`src/rtl/block_interleaver_if.sv`:
```
// Handshake bundle for the block interleaver: upstream symbol stream,
// downstream symbol stream and status flags.
interface block_interleaver_if #(
    parameter int unsigned W = 1
);
    logic         mode;
    logic         in_valid;
    logic         in_ready;
    logic         in_sof;
    logic [W-1:0] in_data;
    logic         out_valid;
    logic         out_ready;
    logic         out_sof;
    logic         out_eof;
    logic [W-1:0] out_data;
    logic         frame_err;
    logic [1:0]   bank_full;

    // Producer/consumer side (testbench or surrounding pipeline)
    modport master (
        output mode, in_valid, in_sof, in_data, out_ready,
        input  in_ready, out_valid, out_sof, out_eof, out_data, frame_err, bank_full
    );

    // Interleaver side
    modport slave (
        input  mode, in_valid, in_sof, in_data, out_ready,
        output in_ready, out_valid, out_sof, out_eof, out_data, frame_err, bank_full
    );
endinterface

```
`src/rtl/block_interleaver.sv`:
```
// Row/column block interleaver/deinterleaver with two ping-pong banks.
// The writer fills one bank linearly while the reader drains the other in
// permuted order; bank_full is the only handoff between the two sides.
module block_interleaver #(
    parameter int unsigned ROWS = 4,
    parameter int unsigned COLS = 4,
    parameter int unsigned W    = 1
) (
    input  logic               clk,
    input  logic               rst,
    block_interleaver_if.slave bus
);
    localparam int unsigned N  = ROWS * COLS;
    localparam int unsigned AW = $clog2(N);

    localparam logic [AW-1:0] LAST_ADDR = AW'(N - 1);
    localparam logic [AW-1:0] ROWS_M1   = AW'(ROWS - 1);
    localparam logic [AW-1:0] COLS_M1   = AW'(COLS - 1);
    localparam logic [AW-1:0] ROWS_L    = AW'(ROWS);
    localparam logic [AW-1:0] COLS_L    = AW'(COLS);
    localparam logic [AW-1:0] ONE       = AW'(1);

    typedef enum logic {W_IDLE = 1'b0, W_FILL = 1'b1} wr_state_e;
    typedef enum logic {R_IDLE = 1'b0, R_DRAIN = 1'b1} rd_state_e;

    // Storage: bank select in the first dimension
    logic [W-1:0] mem_q [2][N];

    // Writer state
    wr_state_e    wr_state_q, wr_state_d;
    logic [AW-1:0] wptr_q, wptr_d;
    logic         wbank_q, wbank_d;
    logic [1:0]   bank_mode_q, bank_mode_d;
    logic         frame_err_q, frame_err_d;
    logic         in_ready_c;
    logic         accept_c;
    logic         wr_en_c;
    logic [AW-1:0] wr_addr_c;
    logic         wr_done_c;

    // Shared flags
    logic [1:0]   bank_full_q, bank_full_d;

    // Reader state: inner/outer sub-counters replace k % L and k / L
    rd_state_e    rd_state_q, rd_state_d;
    logic         rbank_q, rbank_d;
    logic [AW-1:0] inner_q, inner_d;
    logic [AW-1:0] outer_q, outer_d;
    logic [AW-1:0] raddr_q, raddr_d;
    logic         rd_mode_c;
    logic [AW-1:0] inner_lim_c, outer_lim_c, stride_c;
    logic         rd_load_c;
    logic         rd_last_c;

    // Output register
    logic         out_valid_q, out_valid_d;
    logic         out_sof_q, out_sof_d;
    logic         out_eof_q, out_eof_d;
    logic [W-1:0] out_data_q, out_data_d;

    // Writer state register
    always_ff @(posedge clk or negedge rst) begin
        if (!rst) begin
            wr_state_q  <= W_IDLE;
            wptr_q      <= '0;
            wbank_q     <= 1'b0;
            bank_mode_q <= '0;
            frame_err_q <= 1'b0;
        end else begin
            wr_state_q  <= wr_state_d;
            wptr_q      <= wptr_d;
            wbank_q     <= wbank_d;
            bank_mode_q <= bank_mode_d;
            frame_err_q <= frame_err_d;
        end
    end

    // Writer outputs: ready depends only on registered state
    always_comb begin
        in_ready_c = 1'b1;
        if (wr_state_q == W_IDLE) begin
            in_ready_c = ~bank_full_q[wbank_q];
        end
    end

    assign accept_c = bus.in_valid & in_ready_c;

    // Writer next state: sof always restarts at addr 0 of the current bank
    always_comb begin
        wr_state_d  = wr_state_q;
        wptr_d      = wptr_q;
        wbank_d     = wbank_q;
        bank_mode_d = bank_mode_q;
        frame_err_d = 1'b0;
        wr_en_c     = 1'b0;
        wr_addr_c   = wptr_q;
        wr_done_c   = 1'b0;
        case (wr_state_q)
            W_IDLE: begin
                if (accept_c && bus.in_sof) begin
                    wr_en_c              = 1'b1;
                    wr_addr_c            = '0;
                    bank_mode_d[wbank_q] = bus.mode;
                    wptr_d               = ONE;
                    wr_state_d           = W_FILL;
                end
            end
            W_FILL: begin
                if (accept_c) begin
                    wr_en_c = 1'b1;
                    if (bus.in_sof) begin
                        frame_err_d          = 1'b1;
                        wr_addr_c            = '0;
                        bank_mode_d[wbank_q] = bus.mode;
                        wptr_d               = ONE;
                    end else if (wptr_q == LAST_ADDR) begin
                        wr_done_c  = 1'b1;
                        wbank_d    = ~wbank_q;
                        wptr_d     = '0;
                        wr_state_d = W_IDLE;
                    end else begin
                        wptr_d = wptr_q + ONE;
                    end
                end
            end
            default: wr_state_d = W_IDLE;
        endcase
    end

    // Symbol storage write port
    always_ff @(posedge clk) begin
        if (wr_en_c) begin
            mem_q[wbank_q][wr_addr_c] <= bus.in_data;
        end
    end

    // Per-bank full flags: set by writer, cleared by reader, never the same bank
    always_comb begin
        bank_full_d = bank_full_q;
        if (rd_load_c && rd_last_c) begin
            bank_full_d[rbank_q] = 1'b0;
        end
        if (wr_done_c) begin
            bank_full_d[wbank_q] = 1'b1;
        end
    end

    // Bank flag register
    always_ff @(posedge clk or negedge rst) begin
        if (!rst) begin
            bank_full_q <= '0;
        end else begin
            bank_full_q <= bank_full_d;
        end
    end

    // Reader state register
    always_ff @(posedge clk or negedge rst) begin
        if (!rst) begin
            rd_state_q <= R_IDLE;
            rbank_q    <= 1'b0;
            inner_q    <= '0;
            outer_q    <= '0;
            raddr_q    <= '0;
        end else begin
            rd_state_q <= rd_state_d;
            rbank_q    <= rbank_d;
            inner_q    <= inner_d;
            outer_q    <= outer_d;
            raddr_q    <= raddr_d;
        end
    end

    // Reader outputs: walk geometry of the bank's latched mode
    always_comb begin
        rd_mode_c   = bank_mode_q[rbank_q];
        inner_lim_c = rd_mode_c ? COLS_M1 : ROWS_M1;
        outer_lim_c = rd_mode_c ? ROWS_M1 : COLS_M1;
        stride_c    = rd_mode_c ? ROWS_L : COLS_L;
        rd_load_c   = (~out_valid_q | bus.out_ready) & bank_full_q[rbank_q];
        rd_last_c   = (inner_q == inner_lim_c) && (outer_q == outer_lim_c);
    end

    // Reader next state: addr steps by stride, wraps to the next outer index
    always_comb begin
        rd_state_d = rd_state_q;
        rbank_d    = rbank_q;
        inner_d    = inner_q;
        outer_d    = outer_q;
        raddr_d    = raddr_q;
        case (rd_state_q)
            R_IDLE:  if (rd_load_c) rd_state_d = R_DRAIN;
            R_DRAIN: if (rd_load_c && rd_last_c) rd_state_d = R_IDLE;
            default: rd_state_d = R_IDLE;
        endcase
        if (rd_load_c) begin
            if (inner_q == inner_lim_c) begin
                inner_d = '0;
                if (rd_last_c) begin
                    outer_d = '0;
                    raddr_d = '0;
                    rbank_d = ~rbank_q;
                end else begin
                    outer_d = outer_q + ONE;
                    raddr_d = outer_q + ONE;
                end
            end else begin
                inner_d = inner_q + ONE;
                raddr_d = raddr_q + stride_c;
            end
        end
    end

    // Output register next value: hold while stalled
    always_comb begin
        out_valid_d = out_valid_q;
        out_sof_d   = out_sof_q;
        out_eof_d   = out_eof_q;
        out_data_d  = out_data_q;
        if (rd_load_c) begin
            out_valid_d = 1'b1;
            out_sof_d   = (rd_state_q == R_IDLE);
            out_eof_d   = rd_last_c;
            out_data_d  = mem_q[rbank_q][raddr_q];
        end else if (bus.out_ready) begin
            out_valid_d = 1'b0;
        end
    end

    // Output register
    always_ff @(posedge clk or negedge rst) begin
        if (!rst) begin
            out_valid_q <= 1'b0;
            out_sof_q   <= 1'b0;
            out_eof_q   <= 1'b0;
            out_data_q  <= '0;
        end else begin
            out_valid_q <= out_valid_d;
            out_sof_q   <= out_sof_d;
            out_eof_q   <= out_eof_d;
            out_data_q  <= out_data_d;
        end
    end

    assign bus.in_ready  = in_ready_c;
    assign bus.out_valid = out_valid_q;
    assign bus.out_sof   = out_sof_q;
    assign bus.out_eof   = out_eof_q;
    assign bus.out_data  = out_data_q;
    assign bus.frame_err = frame_err_q;
    assign bus.bank_full = bank_full_q;

endmodule

```
`src/flat_wrapper.sv`:
```
// flat-port wrapper written by rule: the top's interface ports become plain ports
module block_interleaver_flat 
#(
    parameter int unsigned ROWS = 4,
    parameter int unsigned COLS = 4,
    parameter int unsigned W    = 1
)
  (clk, rst, bus_mode, bus_in_valid, bus_in_sof, bus_in_data, bus_out_ready, bus_in_ready, bus_out_valid, bus_out_sof, bus_out_eof, bus_out_data, bus_frame_err, bus_bank_full);
  block_interleaver_if #(.W(W)) bus_i ();
  input  logic clk;
  input  logic rst;
  input wire logic [$bits(bus_i.mode)-1:0] bus_mode;
  input wire logic [$bits(bus_i.in_valid)-1:0] bus_in_valid;
  input wire logic [$bits(bus_i.in_sof)-1:0] bus_in_sof;
  input wire logic [$bits(bus_i.in_data)-1:0] bus_in_data;
  input wire logic [$bits(bus_i.out_ready)-1:0] bus_out_ready;
  output wire logic [$bits(bus_i.in_ready)-1:0] bus_in_ready;
  output wire logic [$bits(bus_i.out_valid)-1:0] bus_out_valid;
  output wire logic [$bits(bus_i.out_sof)-1:0] bus_out_sof;
  output wire logic [$bits(bus_i.out_eof)-1:0] bus_out_eof;
  output wire logic [$bits(bus_i.out_data)-1:0] bus_out_data;
  output wire logic [$bits(bus_i.frame_err)-1:0] bus_frame_err;
  output wire logic [$bits(bus_i.bank_full)-1:0] bus_bank_full;
  assign bus_i.mode = bus_mode;
  assign bus_i.in_valid = bus_in_valid;
  assign bus_i.in_sof = bus_in_sof;
  assign bus_i.in_data = bus_in_data;
  assign bus_i.out_ready = bus_out_ready;
  assign bus_in_ready = bus_i.in_ready;
  assign bus_out_valid = bus_i.out_valid;
  assign bus_out_sof = bus_i.out_sof;
  assign bus_out_eof = bus_i.out_eof;
  assign bus_out_data = bus_i.out_data;
  assign bus_frame_err = bus_i.frame_err;
  assign bus_bank_full = bus_i.bank_full;
  block_interleaver #(.ROWS(ROWS), .COLS(COLS), .W(W)) u_core (.clk(clk), .rst(rst), .bus(bus_i));
endmodule
```
`config.mk`:
```
export PLATFORM = sky130hd
export DESIGN_NAME = block_interleaver_flat
export DESIGN_NICKNAME = d
export VERILOG_FILES = /design/src/rtl/block_interleaver_if.sv /design/src/rtl/block_interleaver.sv /design/src/flat_wrapper.sv
export SDC_FILE = /design/constraint.sdc
export NUM_CORES = 1
export LEC_CHECK = 0
export ABC_AREA = 1
export CAP_MARGIN = 20
export CORE_MARGIN = 2
export CORE_UTILIZATION = 58
export DETAILED_ROUTE_END_ITERATION = 10
export PLACE_DENSITY = 0.85
export SKIP_LAST_GASP = 1
export SYNTH_ARGS = -nofsm -noshare
export SYNTH_HDL_FRONTEND = slang
export SYNTH_SLANG_ARGS = --single-unit
```
`constraint.sdc`:
```
create_clock -name clk -period 3 [get_ports clk]
set_input_delay 0.45 -clock clk [delete_from_list [all_inputs] [get_ports clk]]
set_output_delay 0.45 -clock clk [all_outputs]
set_load 0.01 [all_outputs]
```
==> results.toml <==
[sta]
rsz0062_at_grt = "no"
finalCriticalPeriod_ns = 2.11
max_freq_mhz = 474
clock_skew_ns = 0.00680
worst_pin_slew_ns = 0.902
setup_tns_ns = 0
post-route-period-util_pct = 70.3
setup_viol = 0
slew_headroom_pct = 39.7
final_max_slew_viol_count = 0
setup_ws_ns = 0.890
finalHoldViolations = 0

[clocking]
hold_buffers = 0
ctsHtreeMaxLevel = 3
cts.root.buffer_cell = "clkbuf_8"
post_cts_resized = 0
clockBufferDepth = 2
cts_tree = "built"
post_cts_buffers = 0
clk_transition_reported_paths_ns = 0.06
clock_sinks = 59
cts_buffers = 9
insertion_delay_ns = 0.33

[synth]
netlist.area_leader.share_pct = 33.8
synthTopCellsByCount = "nand2_1, nand3_1, edfxtp_1"
synth_seq_area_share_pct = 57.6
synth_edf_count = 32
syn_inst = 299
synthFlopType = "edfxtp_1"
syn-cell-area_mm2 = 0.00284
ys_top_cells_by_area = "edfxtp_1, dfrtp_1, nand2_1"
ys_warn_count = 0
synth_top_cell_by_area = "edfxtp_1"
synth.avg_cell_area_um2 = 9.49
syn_nets = 309
yosysMostFrequentCell = "nand2_1"
ys_async_sr_fraction_pct = 45.8
ys_ff_latch = 59
yosys.cell_types.count = 35

[power_and_ir_drop]
p_leak_nw = 1.32
p_per_area_mw_per_mm2 = 620
ir_drop_uv = 401
power.total_mw = 2.00

[cells_and_area]
antenna_cells = 0
drive_gt1_share_pct = 11.8
final_core_util_pct = 68.2
fillers = 340
fin_cells = 390
syn2layout_area_growth_pct = 13.4
nNetsFinal = 328

[grt]
antenna_found_initial = 0
grt_max_degree = 33
grt_usage_pct = 21.2
grt_pass1_wl_mm = 8.51
grt_pass1_vias = 1945
overflow = 0

[place]
dp.cells = 374
place_ws_ns = 0.931
hpwlAfterDp_mm = 3.60
io_buffers = 13
gp_congestion = 0.791

[floorplan]
die_w_um = 74.0
die_h_um = 74.0
rows = 25
ios = 15
core_mm2 = 0.00472
start_util_pct = 60.1
die_area_mm2 = 0.00547

[drt]
drcViolationCount = 0
vias = 2077
routed_wl_mm = 5.17
drt_iter0_drc = 133
drt.antenna.violating_nets = 0
first_pass_iters = 4
vias_per_cell = 5.33
wl_per_cell_um = 13.3

[critical_path]
cp-end-kind = "output pin"
critPathLaunchType = "flip-flop"
critPathArrivalTime_ns = 1.66
cp_max_fo = 19
worst-r2r-setup-slack_ns = 1.07
crit_required_ns = 2.55
setup.worst_path.class = "reg2out"

[status]
status = "complete, no violations"

[min_path]
hold_class = "reg2reg"

[flow_run]
cap_viol_max_count = 0
==> registers in the layout, summed over array words and instances (netlist names) <==
| name | flops |
|---|---|
| u_core.bus.bank_full | 2 |
| u_core.bus.frame_err | 1 |
| u_core.bus.out_data | 1 |
| u_core.bus.out_eof | 1 |
| u_core.bus.out_sof | 1 |
| u_core.bus.out_valid | 1 |
| u_core.inner_q | 4 |
| u_core.mem_q | 32 |
| u_core.outer_q | 4 |
| u_core.raddr_q | 4 |
| u_core.rbank_q | 1 |
| u_core.rd_state_q | 1 |
| u_core.wbank_q | 1 |
| u_core.wptr_q | 4 |
| u_core.wr_state_q | 1 |
==> per-stage QoR <==
stage          instance area [um^2]  hold slack, ns
6_report                       3220           0.476
5_1_grt                        3220           0.506
4_1_cts                        3220           0.482
3_5_place_dp                   3030           0.466
3_3_place_gp                   3030           0.456
2_1_floorplan                  2840           0.154
==> per-layer routing <==
layer	wire [um]	vias to the layer above	GRT usage, %	part of all wire (%)
li1	-	1039	-	-
met1	2160	981	24.2	42
met2	2680	48	35.8	52
met3	230	9	7.59	4.4
met4	99	0	9.49	1.9
met5	0	-	0	0
==> placed cells by master (no fill, tap or decap), drive strengths merged, types with 3 or more instances in the layout <==
cell	count
a21oi	6
nor3	21
edfxtp	32
inv	28
clkdlybuf4s50	13
nand2	85
nor2	25
nand3	38
o21ai	12
clkbuf	15
xor2	5
ha	3
dfrtp	27
==> power breakdown <==
group          total [mW]  switching, mW  leakage, nW  internal (mW)
Combinational       0.325          0.196        0.597          0.129
Sequential          0.993         0.0682        0.629          0.925
Clock               0.679          0.284       0.0989          0.395
Total                2.00          0.548         1.32           1.45
==> cell families (layout without fill, tap and decap cells) <==
group	after synthesis	count (layout)	synth area share, %
simple gates	173	173	28.8
xor+xnor	7	7	2.16
flops	59	59	57.6
compound gates	20	20	4.14
buf+inv	36	60	5.55
fa+ha+maj	3	3	1.32
mux	1	1	0.353
==> critical path, stage by stage, from the launching register on <==
cell and delay [ns]:
dfrtp_1 0.45, inv_6 0.17, nand2_2 0.09, nand3b_4 0.09, clkdlybuf4s50_1 0.54
==> worst paths after layout <==
check | startpoint | cells past startpoint | endpoint
worst min-delay path | u_core.bus.out_sof | 2 | u_core.bus.out_sof
worst max-delay path | u_core.wbank_q | 4 | bus_in_ready
max in group asynchronous | rst | 2 | u_core.wptr_q[2]
worst min register to register | u_core.bus.out_sof | 2 | u_core.bus.out_sof
min in group asynchronous | rst | 2 | u_core.raddr_q[2]
worst max register to register | u_core.rbank_q | 7 | u_core.outer_q[3]
==> final cells by class <==
| type | instances | area [um^2] | share of cell area, % |
|---|---|---|---|
| clock buffer | 15 | 188 | 5.83 |
| clock inverter | 1 | 5.00 | 0.155 |
| inverter | 29 | 116 | 3.61 |
| multi-input combinational | 204 | 1040 | 32.5 |
| sequential | 59 | 1640 | 50.8 |
| tap | 67 | 83.8 | 2.60 |
| timing repair buffer | 15 | 145 | 4.51 |
Note: power is estimated with default switching activity, not from simulation.
